--- config.mk ---
export PLATFORM = sky130hd
export DESIGN_NAME = rs_enc_ctrl_flat
export DESIGN_NICKNAME = d
export VERILOG_FILES = /design/src/rtl/rs_enc_ctrl_if.sv /design/src/rtl/rs_enc_ctrl.sv /design/src/flat_wrapper.sv
export SDC_FILE = /design/constraint.sdc
export NUM_CORES = 1
export LEC_CHECK = 0
export CAP_MARGIN = 25
export CORE_MARGIN = 2
export CORE_UTILIZATION = 42
export DETAILED_ROUTE_END_ITERATION = 8
export GPL_TIMING_DRIVEN = 0
export PLACE_DENSITY = 0.79
export SLEW_MARGIN = 30
export SYNTH_ARGS = -nofsm -noshare
export SYNTH_HDL_FRONTEND = slang
export SYNTH_SLANG_ARGS = --single-unit
export TNS_END_PERCENT = 5
--- constraint.sdc ---
create_clock -name i_clk -period 2.1 [get_ports i_clk]
set_input_delay 0.21 -clock i_clk [delete_from_list [all_inputs] [get_ports i_clk]]
set_output_delay 0.21 -clock i_clk [all_outputs]
set_load 0.01 [all_outputs]
--- src/rtl/rs_enc_ctrl_if.sv ---
`timescale 1ns/1ps
// Message-in / codeword-out stream bundle for the RS encoder frame sequencer.
// The slave modport is the controller's view and the master modport is the producer/consumer side.
interface rs_enc_ctrl_if #(
    parameter int SW = 8
);
    logic          s_valid;
    logic [SW-1:0] s_data;
    logic          s_last;
    logic          s_ready;
    logic          m_valid;
    logic [SW-1:0] m_data;
    logic          m_last;
    logic          m_ready;

    modport slave (
        input  s_valid, s_data, s_last, m_ready,
        output s_ready, m_valid, m_data, m_last
    );

    modport master (
        output s_valid, s_data, s_last, m_ready,
        input  s_ready, m_valid, m_data, m_last
    );
endinterface

--- src/rtl/rs_enc_ctrl.sv ---
`timescale 1ns/1ps
// Frame sequencer for a systematic RS(N,K) GF(2^8) LFSR encoder: passes up to K message
// symbols straight through while feeding the taps, then drains N-K parity symbols from the top stage.
module rs_enc_ctrl #(
    parameter int N  = 255,
    parameter int K  = 239,
    parameter int SW = 8
) (
    input  logic          i_clk,
    input  logic          i_rst,
    rs_enc_ctrl_if.slave  bus,
    input  logic [SW-1:0] i_r_top,
    output logic [SW-1:0] o_fb_data,
    output logic          o_cw_en,
    output logic          o_reg_clr,
    output logic          o_frame_err,
    output logic          o_busy
);
    typedef enum logic [1:0] {
        ST_IDLE = 2'd0,
        ST_MSG  = 2'd1,
        ST_PAR  = 2'd2
    } state_t;

    localparam logic [7:0] MSG_LAST = 8'(K - 1);
    localparam logic [7:0] PAR_LAST = 8'(N - K - 1);

    state_t     r_state;
    logic [7:0] r_cnt;
    logic       r_frame_err;
    logic       w_msg_xfer;
    logic       w_par_xfer;

    assign w_msg_xfer = (r_state == ST_MSG) && bus.s_valid && bus.m_ready;
    assign w_par_xfer = (r_state == ST_PAR) && bus.m_ready;

    // Phase sequencing, transfer counting and the registered length-violation pulse.
    always_ff @(posedge i_clk) begin
        if (i_rst) begin
            r_state     <= ST_IDLE;
            r_cnt       <= 8'd0;
            r_frame_err <= 1'b0;
        end else begin
            r_frame_err <= 1'b0;
            case (r_state)
                ST_IDLE: begin
                    r_state <= ST_MSG;
                    r_cnt   <= 8'd0;
                end
                ST_MSG: begin
                    if (w_msg_xfer) begin
                        if (r_cnt == MSG_LAST) begin
                            // The frame closes at K symbols whether or not s_last came with it.
                            r_state     <= ST_PAR;
                            r_cnt       <= 8'd0;
                            r_frame_err <= ~bus.s_last;
                        end else if (bus.s_last) begin
                            r_state     <= ST_PAR;
                            r_cnt       <= 8'd0;
                            r_frame_err <= 1'b1;
                        end else begin
                            r_cnt <= r_cnt + 8'd1;
                        end
                    end
                end
                ST_PAR: begin
                    if (w_par_xfer) begin
                        if (r_cnt == PAR_LAST) begin
                            r_state <= ST_IDLE;
                            r_cnt   <= 8'd0;
                        end else begin
                            r_cnt <= r_cnt + 8'd1;
                        end
                    end
                end
                default: begin
                    r_state <= ST_IDLE;
                    r_cnt   <= 8'd0;
                end
            endcase
        end
    end

    // Output decode from the registered phase; the message path is a zero-latency pass-through.
    always_comb begin
        bus.s_ready = 1'b0;
        bus.m_valid = 1'b0;
        bus.m_data  = '0;
        bus.m_last  = 1'b0;
        o_fb_data   = '0;
        o_cw_en     = 1'b0;
        o_reg_clr   = 1'b0;
        o_frame_err = 1'b0;
        o_busy      = 1'b0;
        if (i_rst) begin
            o_busy = 1'b0;
        end else begin
            o_frame_err = r_frame_err;
            case (r_state)
                ST_IDLE: begin
                    o_reg_clr = 1'b1;
                end
                ST_MSG: begin
                    bus.s_ready = bus.m_ready;
                    bus.m_valid = bus.s_valid;
                    bus.m_data  = bus.s_data;
                    o_fb_data   = bus.s_data ^ i_r_top;
                    o_cw_en     = w_msg_xfer;
                    o_busy      = 1'b1;
                end
                ST_PAR: begin
                    bus.m_valid = 1'b1;
                    bus.m_data  = i_r_top;
                    bus.m_last  = (r_cnt == PAR_LAST);
                    o_cw_en     = w_par_xfer;
                    o_busy      = 1'b1;
                end
                default: begin
                    o_busy = 1'b0;
                end
            endcase
        end
    end
endmodule

--- src/flat_wrapper.sv ---
// flat-port wrapper written by rule: the top's interface ports become plain ports
module rs_enc_ctrl_flat 
#(
    parameter int N  = 255,
    parameter int K  = 239,
    parameter int SW = 8
)
  (i_clk, i_rst, i_r_top, o_fb_data, o_cw_en, o_reg_clr, o_frame_err, o_busy, bus_s_valid, bus_s_data, bus_s_last, bus_m_ready, bus_s_ready, bus_m_valid, bus_m_data, bus_m_last);
  rs_enc_ctrl_if #(.SW(SW)) bus_i ();
  input  logic i_clk;
  input  logic i_rst;
  input  logic [SW-1:0] i_r_top;
  output logic [SW-1:0] o_fb_data;
  output logic o_cw_en;
  output logic o_reg_clr;
  output logic o_frame_err;
  output logic o_busy;
  input wire logic [$bits(bus_i.s_valid)-1:0] bus_s_valid;
  input wire logic [$bits(bus_i.s_data)-1:0] bus_s_data;
  input wire logic [$bits(bus_i.s_last)-1:0] bus_s_last;
  input wire logic [$bits(bus_i.m_ready)-1:0] bus_m_ready;
  output wire logic [$bits(bus_i.s_ready)-1:0] bus_s_ready;
  output wire logic [$bits(bus_i.m_valid)-1:0] bus_m_valid;
  output wire logic [$bits(bus_i.m_data)-1:0] bus_m_data;
  output wire logic [$bits(bus_i.m_last)-1:0] bus_m_last;
  assign bus_i.s_valid = bus_s_valid;
  assign bus_i.s_data = bus_s_data;
  assign bus_i.s_last = bus_s_last;
  assign bus_i.m_ready = bus_m_ready;
  assign bus_s_ready = bus_i.s_ready;
  assign bus_m_valid = bus_i.m_valid;
  assign bus_m_data = bus_i.m_data;
  assign bus_m_last = bus_i.m_last;
  rs_enc_ctrl #(.N(N), .K(K), .SW(SW)) u_core (.i_clk(i_clk), .i_rst(i_rst), .bus(bus_i), .i_r_top(i_r_top), .o_fb_data(o_fb_data), .o_cw_en(o_cw_en), .o_reg_clr(o_reg_clr), .o_frame_err(o_frame_err), .o_busy(o_busy));
endmodule
# [Word level (Yosys, flattened, before mapping)]
# Cells that the tools add are included.
[word_totals] out_inout_bits=23 regBits=11 word_cells=55 input_bits=21
[op_classes] reduce_logical=8 bitwise=4 add_sub_neg=1 muxes=31 n_eq_ne=8
[ops] op="8-bit 2-to-1 mux" n=8
[ops] op="8-bit one-hot mux with 2 select lines" n=2
[ops] op="1-bit 2-to-1 mux" n=13
[ops] op="2-bit 2-to-1 mux" n=5
[ops] op="8-bit by 1-bit adder with 8-bit output, second input constant" n=1
[ops] op="8-bit by 4-bit equality test with 1-bit output, second input constant" n=1
[ops] op="8-bit equality test, second input constant" n=1
[ops] op="8-bit XOR" n=1
[ops] op="2-bit one-hot mux with 3 select lines" n=1
[ops] op="2-bit by 1-bit inequality test with 1-bit output, second input constant" n=2
[ops] op="1-bit one-hot mux with 2 select lines" n=2
[ops] op="4-bit AND reduction" n=1
[ops] op="1-bit logical AND" n=3
[ops] op="3-bit inequality test, second input constant" n=1
[ops] op="1-bit inverter" n=3
[ops] op="3-bit OR reduction" n=1
[ops] op="2-bit by 1-bit equality test with 1-bit output, second input constant" n=1
[ops] op="2-bit equality test, second input constant" n=1
[ops] op="2-bit zero test" n=1
[ops] op="2-bit inequality test, second input constant" n=1
[ops] op="2-bit AND reduction" n=1
[ops] op="2-bit OR reduction" n=1

# [Logic depth before layout (Yosys ltp)]
# Gate-level depths: netlist of the first run.
[logic_depth] depth_word=5 ltp_mapped=7

# [Worst setup path before layout of the first run]
# No wires, ideal clock.
[synth_timing] kind="reg-to-reg" startpoint="register u_core.r_state[0]" endpoint="register u_core.r_cnt[7]" t_arrival_ps=1876 required_ps=2014 n_path_buf=1 setup_time_ps=86 setup_slack_ps=138 path_stages_with_launch=8 cell_sequence="dfxtp_1 -> inv_1 -> ha_1 -> nor2b_1 -> or2_1 -> buf_6 -> or4_4 -> a221oi_2"
[synth_between] elab_chain_len=5
[synth_lines] item="from (decl)" line="rs_enc_ctrl.sv:28" text="state_t r_state;"
[synth_lines] item="from (signal assigned)" line="rs_enc_ctrl.sv:40" text="r_state <= ST_IDLE;"
[synth_lines] item="from (signal assigned)" line="rs_enc_ctrl.sv:47" text="r_state <= ST_MSG;"
[synth_lines] item="from (signal assigned)" line="rs_enc_ctrl.sv:54" text="r_state <= ST_PAR;"
[synth_lines] item="2-bit by 1-bit equality test with 1-bit output" line="rs_enc_ctrl.sv:34, rs_enc_ctrl.sv:45"
[synth_lines] item="1-bit logical AND (2 in a row)" line="rs_enc_ctrl.sv:34" text="assign w_msg_xfer = (r_state == ST_MSG) && bus.s_valid && bus.m_ready;"
[synth_lines] item="2-bit by 1-bit inequality test with 1-bit output (no source line)"
[synth_lines] item="2-bit AND reduction (no source line)"
[synth_lines] item="to (signal assigned)" line="rs_enc_ctrl.sv:62" text="r_cnt <= r_cnt + 8'd1;"
[synth_lines] item="to (signal assigned)" line="rs_enc_ctrl.sv:72" text="r_cnt <= r_cnt + 8'd1;"
[synth_lines] item="to (decl)" line="rs_enc_ctrl.sv:29" text="logic [7:0] r_cnt;"
# Parallel ways exist; a longest one is shown, timed or not.
# A chain may end at the register's enable or synchronous reset.

# [Worst setup path in the final report of the first run]
[layout_timing] startpoint="register u_core.r_state[0]" endpoint="output bus_m_data[5]"
[layout_between] elab_chain_len=3
[layout_lines] item="2-bit equality test or 2-bit by 1-bit equality test with 1-bit output (tied branches)" line="rs_enc_ctrl.sv:99" text="case (r_state)"
[layout_lines] item="8-bit one-hot mux with 2 select lines *" line="rs_enc_ctrl.sv:99"
[layout_lines] item="8-bit 2-to-1 mux *" line="rs_enc_ctrl.sv:95" text="if (i_rst) begin"
[layout_lines] item="to (decl)" line="flat_wrapper.sv:24" text="output wire logic [$bits(bus_i.m_data)-1:0] bus_m_data;"
# Mark *: on every way between the ends. The rest lies on a longest branch, timed or not.

==> impl_results.md, run 1 <==
- Die ar.: 2870 um^2
- First-pass DRT Iterations: 4
- Critical path endpoint category: output pin
- Failing checks: negative setup slack
- Psw: 0.4824 mW
- HPWL after DPL: 2337 um
- Vias/cell: 5.786
- Via count: 1,215
- Ys Warns: 0
- Cts hold-fix bufs: 0
- DR iter-0 viols: 31
- Sequence of cells on the critical path: inv_2, ha_4, nand2b_1, clkbuf_4, nor2_1, clkdlybuf4s50_1
- Sinks on Clock Net: 11
- Post-detailed-route wirelength per cell: 15.00 um
- Clock Latency Late Sink: 0.28 ns
- Worst-path clk slew: 0.08 ns
- Compound-Gate Fraction of Synth Area: 0.2594
- Crit path max-delay family: buffers and inverters
- Num CTS Buffers: 3
- GRT overflow: 0
- Post-route total power: 1.099 mW
- Part of the cycle the worst path needs: 1.050
- GRT Util Overall: 0.2477
- Leakage: 0.6025 nW
- Max-slew headroom: 0.5495
- Mapped Area: 1032 um^2
- Row count: 17
- XOR/XNOR Fraction of Synth Area: 0.07636
- Worst slack at placement: -0.3094 ns
- CP max FO: 10
- Initial core utilization: 0.4535
- Slew @ Worst Pin: 0.6732 ns
- ANT nets after route: 0
- Vias in the first global route: 1,244
- Logic pwr share: 0.632
- Int Power: 0.6162 mW
- Pin count of the biggest net entering global routing: 11
- Ys async rst share: 0
- WP data arrival: 2.00 ns
- Simple-Gate Fraction of Synth Area: 0.2958
- Reg2reg start: u_core.r_state[0]$_SDFFE_PP0P_
- Unrepaired setup endpoints after global routing: yes
- First-pass GRT wire length: 5313 um
- Area growth syn-to-layout: 50.55%
- Die X: 53.58 um
- Initial antenna violation count: 0
- Final Setup Violations: 1
- Final critical-path required period: 2.205 ns
- IO Pins: 44
- Bufs and invs on worst path: 3
- Setup crit start kind: flop
- Synth cell types: 36
- CP max stage cell: clkdlybuf4s50_1
- GP Congestion: 0.8225
- Maxcap violations: 0
- Share of layout cells above drive strength 1: 0.1154
- CTS tree: yes
- Hold_sp: u_core.r_cnt[0]$_SDFFE_PP0P_
- Die height: 53.58 um
- Worst ir drop on vdd: 0.4289 mV
- Antenna diode count: 0
- WS Path Type: flop to output pin
- H-tree levels: 1
- Cells after Synth: 136
- Main flop type after synthesis: dfxtp_1
- Std-Cell Core Area: 2276 um^2
- CTS Buffer Depth: 2
- Delay of the slowest critical-path stage: 0.54 ns
- DRT Wirelength: 3150 um
- Nets: 212
- Status: finished with violations
- Switching Share: 0.4391
- Worst Path Required: 1.89 ns
- Post-synthesis net count: 165
- Flip-flop and latch count after synthesis: 11
- IO Port Bufs: 43
- Final Hold Fails: 0
- Clk root buf: clkbuf_4
- Avg Cell Area, Syn: 7.590 um^2
- Synth Area in Adders: 0.09697
- Power per Cell Area: 706.9 nW/um^2
- DRC Markers: 0
- Proportion of power drawn by the clock network: 0.140
- Slew Limit Fails: 0
- Mux cell area share after synthesis: 0
- Crit path from: u_core.r_state[0]$_SDFFE_PP0P_
- Sequential fraction of the synthesis area: 0.2133
- Worst hold path type: flop to flop
- Sequential power share: 0.227
- EDFF count, synth: 0
- Fmax: 453.4 MHz
- Main combinational cell family by area after synthesis: simple AND/OR/NAND/NOR gates
- Clock skew: 0.007001 ns
- Worst setup margin: -0.1054 ns
[layer usage]
metal / global-route usage / wire length (um) / share of wire
met5: 0 / 0 / 0
met4: 0.08974 / 23 / 0.0073
met3: 0.06111 / 332 / 0.11
met2: 0.4300 / 1549 / 0.49
met1: 0.2939 / 1244 / 0.39
[layout make-up]
type | count | area, um^2
plain buffers | 6 | 48.80
multi-input cells | 111 | 774.5
clock buffers | 4 | 26.28
flip-flops and latches | 11 | 222.7
well taps | 28 | 35.03
fillers | 190 | 721.9
repair buffers | 43 | 420.4
inverters | 7 | 26.28
[state kept, by name (all words and copies together), names as in the netlist]
signal / flops
u_core.r_cnt: 8
u_core.r_frame_err: 1
u_core.r_state: 2
[cells in the final DEF, fill, tap and decap left out, types with 4 or more instances in the layout]
cell type,n
ha_1,6
inv_1,5
nor2_1,23
xnor2_1,9
nand2b_1,4
o2111ai_1,6
a21oi_1,5
dfxtp_1,9
clkbuf_4,5
nand2_1,9
clkdlybuf4s50_1,32
a22oi_1,8
dlygate4sd2_1,10
[power by group through the flow]
stage                     logic, mW  clock network, mW  registers [mW]
after global placement        0.641                  0           0.247
after detailed placement      0.654                  0           0.248
after global routing          0.777              0.157           0.252
after CTS                     0.691              0.149           0.249
after floorplan               0.399                  0           0.243
final                         0.695              0.154           0.250
[synth_stat cells, drive strengths merged (4+ instances only)]
cell     count  area (um^2)
a21oi        5        25.02
a22oi        8        60.06
clkbuf       6        22.52
dfxtp       11        220.2
ha           8        100.1
inv          7        26.28
nand2        9        33.78
nand2b       4        25.02
nor2        23        86.33
nor2b        4        25.02
o2111ai      6        52.55
xnor2        9        78.83
[what timing repair did]
| item | CTS | global route |
|---|---|---|
| gates resized for setup | 25 | 4 |
| buffers inserted | 0 | 0 |
| setup endpoints to repair | 22 | 14 |
| endpoints found under the hold margin | 0 | 0 |
[stage by stage]
stage	instance area, um^2	hold slack, ns	utilization	std cells	TNS (ns)
4_1_cts	1544	0.4928	0.6784	210	-0.2011
3_3_place_gp	1498	0.4723	0.6581	207	-2.161
3_5_place_dp	1498	0.4835	0.6581	207	-2.941
2_1_floorplan	1032	0.3559	-	136	0
6_report	1554	0.4906	0.6828	210	-0.1054
5_1_grt	1554	0.5224	0.6828	210	-1.247
[tightest hold or removal path, delay by kind of cell, from the launching register on]
family	cells	cell delay (ns)
DFF	1	0.34
and+or+nand+nor	1	0.06
AOI/OAI and AO/OA	1	0.05
[kinds of logic (layout without fill, tap and decap cells)]
family,Yosys count,in the layout
adder cells (fa/ha/maj),8,8
buffers and inverters,14,60
XOR/XNOR,9,9
AO/OA/AOI/OAI,35,35
flip-flops,11,11
AND/OR/NAND/NOR,59,59
[path summary, 6_finish.rpt]
path / end / slack (ns) / depth (start not counted)
worst max register to register: u_core.r_cnt[7]$_SDFFE_PP0P_ / 0.06 / 7
worst min register to register: u_core.r_cnt[0]$_SDFFE_PP0P_ / 0.49 / 2
worst max-delay path: bus_m_data[5] / -0.11 / 6
worst min-delay path: u_core.r_cnt[0]$_SDFFE_PP0P_ / 0.49 / 2
(Power assumes the default switching activity.)
==> run 2: changes to the inputs <==
--- a/config.mk
+++ b/config.mk
@@ -7,11 +7,12 @@
 export LEC_CHECK = 0
 export CAP_MARGIN = 25
 export CORE_MARGIN = 2
-export CORE_UTILIZATION = 42
+export CORE_UTILIZATION = 44
+export CTS_BUF_LIST = sky130_fd_sc_hd__clkbuf_4
 export DETAILED_ROUTE_END_ITERATION = 8
 export GPL_TIMING_DRIVEN = 0
-export PLACE_DENSITY = 0.79
-export SLEW_MARGIN = 30
+export PLACE_DENSITY = 0.83
+export SLEW_MARGIN = 10
 export SYNTH_ARGS = -nofsm -noshare
 export SYNTH_HDL_FRONTEND = slang
 export SYNTH_SLANG_ARGS = --single-unit
==> constraint.sdc (replaced) <==
create_clock -name i_clk -period 2.1 [get_ports i_clk]
set_input_delay 0.21 -clock i_clk [delete_from_list [all_inputs] [get_ports i_clk]]
set_output_delay 0.21 -clock i_clk [all_outputs]
set_load 0.05 [all_outputs]
==> run 2 against run 1 <==
Compared with the run above:
- the run still ends with negative setup slack left
- maximum frequency rose by 4.0%
- first-iteration DRC count rose by 42%
- non-clock buffer count did not move
- global-route usage rose by 0.069 points
- utilization fell by 1.4 points
- routed wire length fell by 0.13%
- largest cell class unchanged
- largest power group unchanged
==> impl_results.md, run 2 (synthesis results as in run 1) <==
- Status: finished with violations
- Failing checks: negative setup slack
- Leakage: 0.5750 nW (-4.6%)
- Max FFs per register: 8 (unchanged)
- Clock Latency Late Sink: 0.28 ns (about the same)
- Area growth syn-to-layout: 43.39%
- Worst slack at placement: -0.5279 ns (-0.2185 ns)
- Fin Hold WS: 0.4895 ns (-0.001083 ns)
- WS Path Type: flop to flop
- Final Cell Area: 1480 um^2 (-4.8%)
- Placed cell area: 1503 um^2 (+0.33%)
- Unrepaired setup endpoints after global routing: yes
- Final Hold Fails: 0 (unchanged)
- Worst Path Required: 2.30 ns (+0.41 ns)
- Die height: 52.44 um (-2.1%)
- Std-Cell Core Area: 2212 um^2 (-2.8%)
- Die ar.: 2749 um^2 (-4.2%)
- Pin count of the biggest net entering global routing: 11 (unchanged)
- Hold_sp: u_core.r_cnt[0]$_SDFFE_PP0P_
- Num CTS Buffers: 3 (unchanged)
- Commonest cells after routing, fill and taps aside: 22 x nor2_1, 20 x clkdlybuf4s50_1, 14 x clkbuf_4
- Vias/cell: 5.767 (-0.33%)
- Row count: 17 (unchanged)
- Reg2reg start: u_core.r_state[0]$_SDFFE_PP0P_
- Cts hold-fix bufs: 0 (unchanged)
- Worst-path clk slew: 0.08 ns (about the same)
- Worst ir drop on vdd: 0.9779 mV (+130%)
- Worst hold stages: 2 (unchanged)
- CTS tree: yes
- CTS Buffer Depth: 2 (unchanged)
- Share of layout cells above drive strength 1: 0.2143 (+0.09890)
- First-pass GRT wire length: 5175 um (-2.6%)
- Most flops, register: u_core.r_cnt
- DRC Markers: 0 (unchanged)
- Via count: 1,211 (-0.33%)
- H-tree levels: 1 (unchanged)
- CP max FO: 9 (-1)
- Final Setup Violations: 1 (unchanged)
- Regs by FF count: u_core.r_cnt (8), u_core.r_state (2), u_core.r_frame_err (1)
- Setup Buffers After CTS: 0 (unchanged)
- HPWL after DPL: 2448 um (+4.7%)
- GRT overflow: 0 (unchanged)
- Initial antenna violation count: 0 (unchanged)
- WP data arrival: 2.32 ns (+0.32 ns)
- Maxcap violations: 0 (unchanged)
- Slew Limit Fails: 0 (unchanged)
- Clock skew: 0.01129 ns (+0.004291 ns)
- Antenna diode count: 0 (unchanged)
- GRT Util Overall: 0.2484 (+0.0006877)
- Initial core utilization: 0.4666 (+0.01308)
- # resized after CTS: 79 (+220%)
- Reg2reg end: u_core.r_cnt[7]$_SDFFE_PP0P_
- Die X: 52.44 um (-2.1%)
- Flop2flop setup slack: -0.02 ns (-0.08 ns)
- First-pass DRT Iterations: 4 (unchanged)
- Post-detailed-route wirelength per cell: 14.98 um (-0.13%)
- GP Congestion: 0.8807 (+7.1%)
- Part of the cycle the worst path needs: 1.010 (-0.04030)
- Worst hold path endpoint: u_core.r_cnt[0]$_SDFFE_PP0P_
- IO Pins: 44 (unchanged)
- Worst hold path type: flop to flop
- Fmax: 471.5 MHz (+4.0%)
- Worst R2R Path Depth: 7 (unchanged)
- Worst setup margin: -0.02074 ns (+0.08464 ns)
- Commonest non-fill, non-tap cell in the layout: nor2_1
- IO Port Bufs: 43 (unchanged)
- Critical path endpoint category: flop
- ANT nets after route: 0 (unchanged)
- Slew @ Worst Pin: 0.4948 ns (-0.1784 ns)
- Setup TNS: -0.02074 ns (+0.08464 ns)
- Final critical-path required period: 2.121 ns (-0.08464 ns)
- DR iter-0 viols: 44 (+42%)
- Fin util: 0.6691 (-0.01367)
- Setup crit start kind: flop
- Nets: 212 (unchanged)
- Clk root buf: clkbuf_4
- Max-slew headroom: 0.6714 (+0.1219)
- Power per Cell Area: 816.3 nW/um^2 (+15%)
- Sinks on Clock Net: 11 (unchanged)
- DRT Wirelength: 3146 um (-0.13%)
- Vias in the first global route: 1,144 (-8.0%)
run 2: changes by cell type in the layout (fill, tap and decap cells not counted), sizes merged:
cell,previous run,this run
clkdlybuf4s15,0,2
clkbuf,9,24
dlymetal6s2s,1,0
clkinv,0,1
buf,1,3
dlygate4sd2,10,2
clkdlybuf4s50,32,20
clkdlybuf4s18,0,1
run 2: worst max path at each step:
stage	startpoint	end
floorplan	u_core.r_state[0]$_SDFFE_PP0P_	bus_m_data[0]
finish	u_core.r_state[0]$_SDFFE_PP0P_	u_core.r_cnt[7]$_SDFFE_PP0P_
global placement	u_core.r_state[0]$_SDFFE_PP0P_	bus_m_data[5]
global route	u_core.r_state[0]$_SDFFE_PP0P_	u_core.r_cnt[7]$_SDFFE_PP0P_
detailed placement	u_core.r_state[0]$_SDFFE_PP0P_	bus_m_data[6]
CTS	u_core.r_state[1]$_SDFFE_PP0P_	o_fb_data[2]
run 2: final cells by class:
type	instances	area, um^2
clock buffers	3	22.52
multi-input cells	111	764.5
well taps	28	35.03
inverters	7	26.28
fillers	194	732.0
clock inverters	1	5.005
plain buffers	6	38.79
repair buffers	43	366.6
flip-flops and latches	11	221.5
run 2: report_power, final:
| group | leakage, nW | internal, mW | switching, mW |
|---|---|---|---|
| Sequential | 0.0893 | 0.228 | 0.0164 |
| Combinational | 0.468 | 0.267 | 0.548 |
| Clock | 0.0177 | 0.0706 | 0.0781 |
| Total | 0.575 | 0.565 | 0.643 |
run 2: layer usage:
metal / share of wire / GRT usage
met2: 0.48 / 0.4125
met5: 0 / 0
met4: 0.015 / 0.1111
met1: 0.40 / 0.3054
met3: 0.097 / 0.05143
run 2: per-stage QoR:
stage | total power [mW] | std cells
2_1_floorplan | 0.8129 | 136
3_3_place_gp | 1.045 | 207
3_5_place_dp | 1.066 | 207
4_1_cts | 1.193 | 210
5_1_grt | 1.297 | 210
6_report | 1.208 | 210
run 2: critical path, stage by stage, from the launching register on:
cell      delay [ns]
dfxtp_2         0.36
inv_1           0.08
ha_1            0.27
nor2b_1         0.22
or2_1           0.25
buf_6           0.14
or4_4           0.48
a221oi_2        0.25
==> run 3: changes to the inputs <==
--- a/config.mk
+++ b/config.mk
@@ -10,8 +10,9 @@
 export CORE_UTILIZATION = 44
 export CTS_BUF_LIST = sky130_fd_sc_hd__clkbuf_4
 export DETAILED_ROUTE_END_ITERATION = 8
-export GPL_TIMING_DRIVEN = 0
+export HOLD_SLACK_MARGIN = 0.03
 export PLACE_DENSITY = 0.83
+export SKIP_LAST_GASP = 1
 export SLEW_MARGIN = 10
 export SYNTH_ARGS = -nofsm -noshare
 export SYNTH_HDL_FRONTEND = slang
==> run 3 against run 2 <==
Compared with the run above:
- the run now ends clean
- maximum frequency is 5.0% higher
- sequential share of layout area is 2.7 points lower
- hold slack worse by 0.0087 ns
- global-route usage is 2.3 points higher
- first-iteration DRC count is 30% higher
- worst setup slack better by 0.10 ns
- routed wire length is 15% higher
- register-to-register slack better by 0.19 ns
==> impl_results.md, run 3 (synthesis results as in run 1) <==
- Status: finished, final reports clean
- Die height: 52.44 um (unchanged)
- Vias/cell: 5.840 (+1.3%)
- WS Path Type: flop to output pin
- Nets: 214 (+0.94%)
- Placed cell area: 1759 um^2 (+17%)
- Worst setup margin: 0.08114 ns (+0.1019 ns)
- Critical path endpoint category: output pin
- Fillers: 143 (-26%)
- DR iter-0 viols: 57 (+30%)
- Commonest cells after routing, fill and taps aside: 23 x buf_12, 22 x nor2_1, 20 x clkdlybuf4s50_1
- Std-Cell Core Area: 2212 um^2 (unchanged)
- Pin count of the biggest net entering global routing: 14 (+3)
- Slew Limit Fails: 0 (unchanged)
- Clk root buf: clkbuf_4
- Most flops, register: u_core.r_cnt
- Final Setup Violations: 0 (-1)
- Delay of the slowest critical-path stage: 0.33 ns (-0.15 ns)
- Max-slew headroom: 0.7344 (+0.06299)
- Post-route insts no fill: 212 (+0.95%)
- IO Port Bufs: 43 (unchanged)
- Leakage: 0.6668 nW (+16%)
- Die X: 52.44 um (unchanged)
- Num CTS Buffers: 3 (unchanged)
- Worst hold path endpoint: u_core.r_cnt[0]$_SDFFE_PP0P_
- Worst hold stages: 2 (unchanged)
- Hold_sp: u_core.r_cnt[0]$_SDFFE_PP0P_
- Worst-path clk slew: 0.07 ns (about the same)
- Reg2reg end: u_core.r_cnt[7]$_SDFFE_PP0P_
- Cells after DPL: 208 (+0.48%)
- Final critical-path required period: 2.019 ns (-0.1019 ns)
- WP data arrival: 1.81 ns (-0.51 ns)
- Sinks on Clock Net: 11 (unchanged)
- Row count: 17 (unchanged)
- Final Hold Fails: 0 (unchanged)
- Fin util: 0.8111 (+0.1420)
- Die ar.: 2749 um^2 (unchanged)
- Initial core utilization: 0.4666 (unchanged)
- GRT Util Overall: 0.2717 (+0.02334)
- Slew @ Worst Pin: 0.3957 ns (-0.09907 ns)
- H-tree levels: 1 (unchanged)
- First-pass GRT wire length: 5520 um (+6.7%)
- DRC Markers: 0 (unchanged)
- Sequence of cells on the critical path: inv_1, ha_1, buf_4, nand2b_1, nor2_1, buf_12
- IO Pins: 44 (unchanged)
- DRT Wirelength: 3617 um (+15%)
- Crit path max-delay family: simple AND/OR/NAND/NOR gates
- GRT overflow: 0 (unchanged)
- Worst R2R Path Depth: 6 (-1)
- Fin Hold WS: 0.4809 ns (-0.008659 ns)
- Clock Latency Late Sink: 0.28 ns (about the same)
- CTS tree: yes
- Worst hold path type: flop to flop
- CTS Buffer Depth: 2 (unchanged)
- CP max stage cell: dfxtp_1
- HPWL after DPL: 2909 um (+19%)
- Setup crit start kind: flop
- Final Cell Area: 1794 um^2 (+21%)
- Vias in the first global route: 1,222 (+6.8%)
- Setup TNS: 0 ns (+0.02074 ns)
- Clock skew: 0.001173 ns (-0.01012 ns)
- Regs by FF count: u_core.r_cnt (8), u_core.r_state (2), u_core.r_frame_err (1)
- Flop2flop setup slack: 0.17 ns (+0.19 ns)
- CP max FO: 13 (+4)
- Post-detailed-route wirelength per cell: 17.06 um (+14%)
- Worst ir drop on vdd: 0.7375 mV (-25%)
- Post-route total power: 1.456 mW (+21%)
- First-pass DRT Iterations: 4 (unchanged)
- Via count: 1,238 (+2.2%)
- Maxcap violations: 0 (unchanged)
- Bufs and invs on worst path: 3 (+1)
- Power per Cell Area: 811.7 nW/um^2 (-0.56%)
- Commonest non-fill, non-tap cell in the layout: buf_12
- Worst Path Required: 1.89 ns (-0.41 ns)
- Fmax: 495.3 MHz (+5.0%)
- Initial antenna violation count: 0 (unchanged)
- Reg2reg start: u_core.r_state[0]$_SDFFE_PP0P_
- Max FFs per register: 8 (unchanged)
- Share of layout cells above drive strength 1: 0.2283 (+0.01398)
- Unrepaired setup endpoints after global routing: yes
- ANT nets after route: 0 (unchanged)
- Area growth syn-to-layout: 73.82%
- GP Congestion: 0.9427 (+7.0%)
- Worst slack at placement: 0.1954 ns (+0.7233 ns)
- Part of the cycle the worst path needs: 0.9614 (-0.04852)
- Antenna diode count: 0 (unchanged)
[run 3: cell types whose count changed in the layout (fill, tap and decap cells not counted), moves of 2 or more]
cell | previous run | this run
buf_12 | 0 | 23
buf_4 | 1 | 8
clkbuf_2 | 10 | 0
clkbuf_4 | 14 | 4
dlygate4sd2_1 | 2 | 0
ha_1 | 6 | 8
ha_2 | 2 | 0
[run 3: how the worst max path moves through the flow]
| stage | startpoint | endpoint | slack (ns) | cells after the start |
|---|---|---|---|---|
| CTS | u_core.r_state[0]$_SDFFE_PP0P_ | bus_m_data[7] | 0.04 | 5 |
| finish | u_core.r_state[1]$_SDFFE_PP0P_ | bus_s_ready | 0.08 | 6 |
| floorplan | u_core.r_state[0]$_SDFFE_PP0P_ | bus_m_data[0] | -0.03 | 6 |
| detailed placement | u_core.r_state[0]$_SDFFE_PP0P_ | u_core.r_cnt[7]$_SDFFE_PP0P_ | 0.20 | 6 |
| global route | u_core.r_state[1]$_SDFFE_PP0P_ | bus_s_ready | -0.05 | 6 |
| global placement | bus_s_valid | u_core.r_cnt[7]$_SDFFE_PP0P_ | 0.25 | 5 |
[run 3: worst reg2reg max path: cells and delay by family (launching register included)]
family,cells,cell delay [ns]
buffers and inverters,1,0.10
AND/OR/NAND/NOR,3,0.91
flip-flops,1,0.39
adder cells (fa/ha/maj),1,0.22
AO/OA/AOI/OAI,1,0.23
[run 3: area by class of cell]
type | instances | area, um^2 | area share
sequential | 11 | 220.2 | 0.1227
multi-input combinational | 111 | 762.0 | 0.4247
timing repair buffer | 51 | 720.7 | 0.4017
tap | 28 | 35.03 | 0.01953
clock buffer | 4 | 30.03 | 0.01674
inverter | 7 | 26.28 | 0.01464
[run 3: what timing repair did]
item,4_1_cts,5_1_grt
gates resized for setup,0,2
setup buffers,0,0
hold buffers,0,0
setup endpoints to repair,0,15
[run 3: report_power, final]
| part | internal [mW] | switching (mW) | leakage, nW |
|---|---|---|---|
| clock network | 0.0869 | 0.0822 | 0.0184 |
| logic | 0.436 | 0.609 | 0.559 |
| registers | 0.226 | 0.0157 | 0.0890 |
[run 3: layer usage]
metal,global-route usage,routed length [um]
met5,0,0
met4,0.1239,70
met3,0.06571,309
met2,0.5000,1835
met1,0.2865,1401
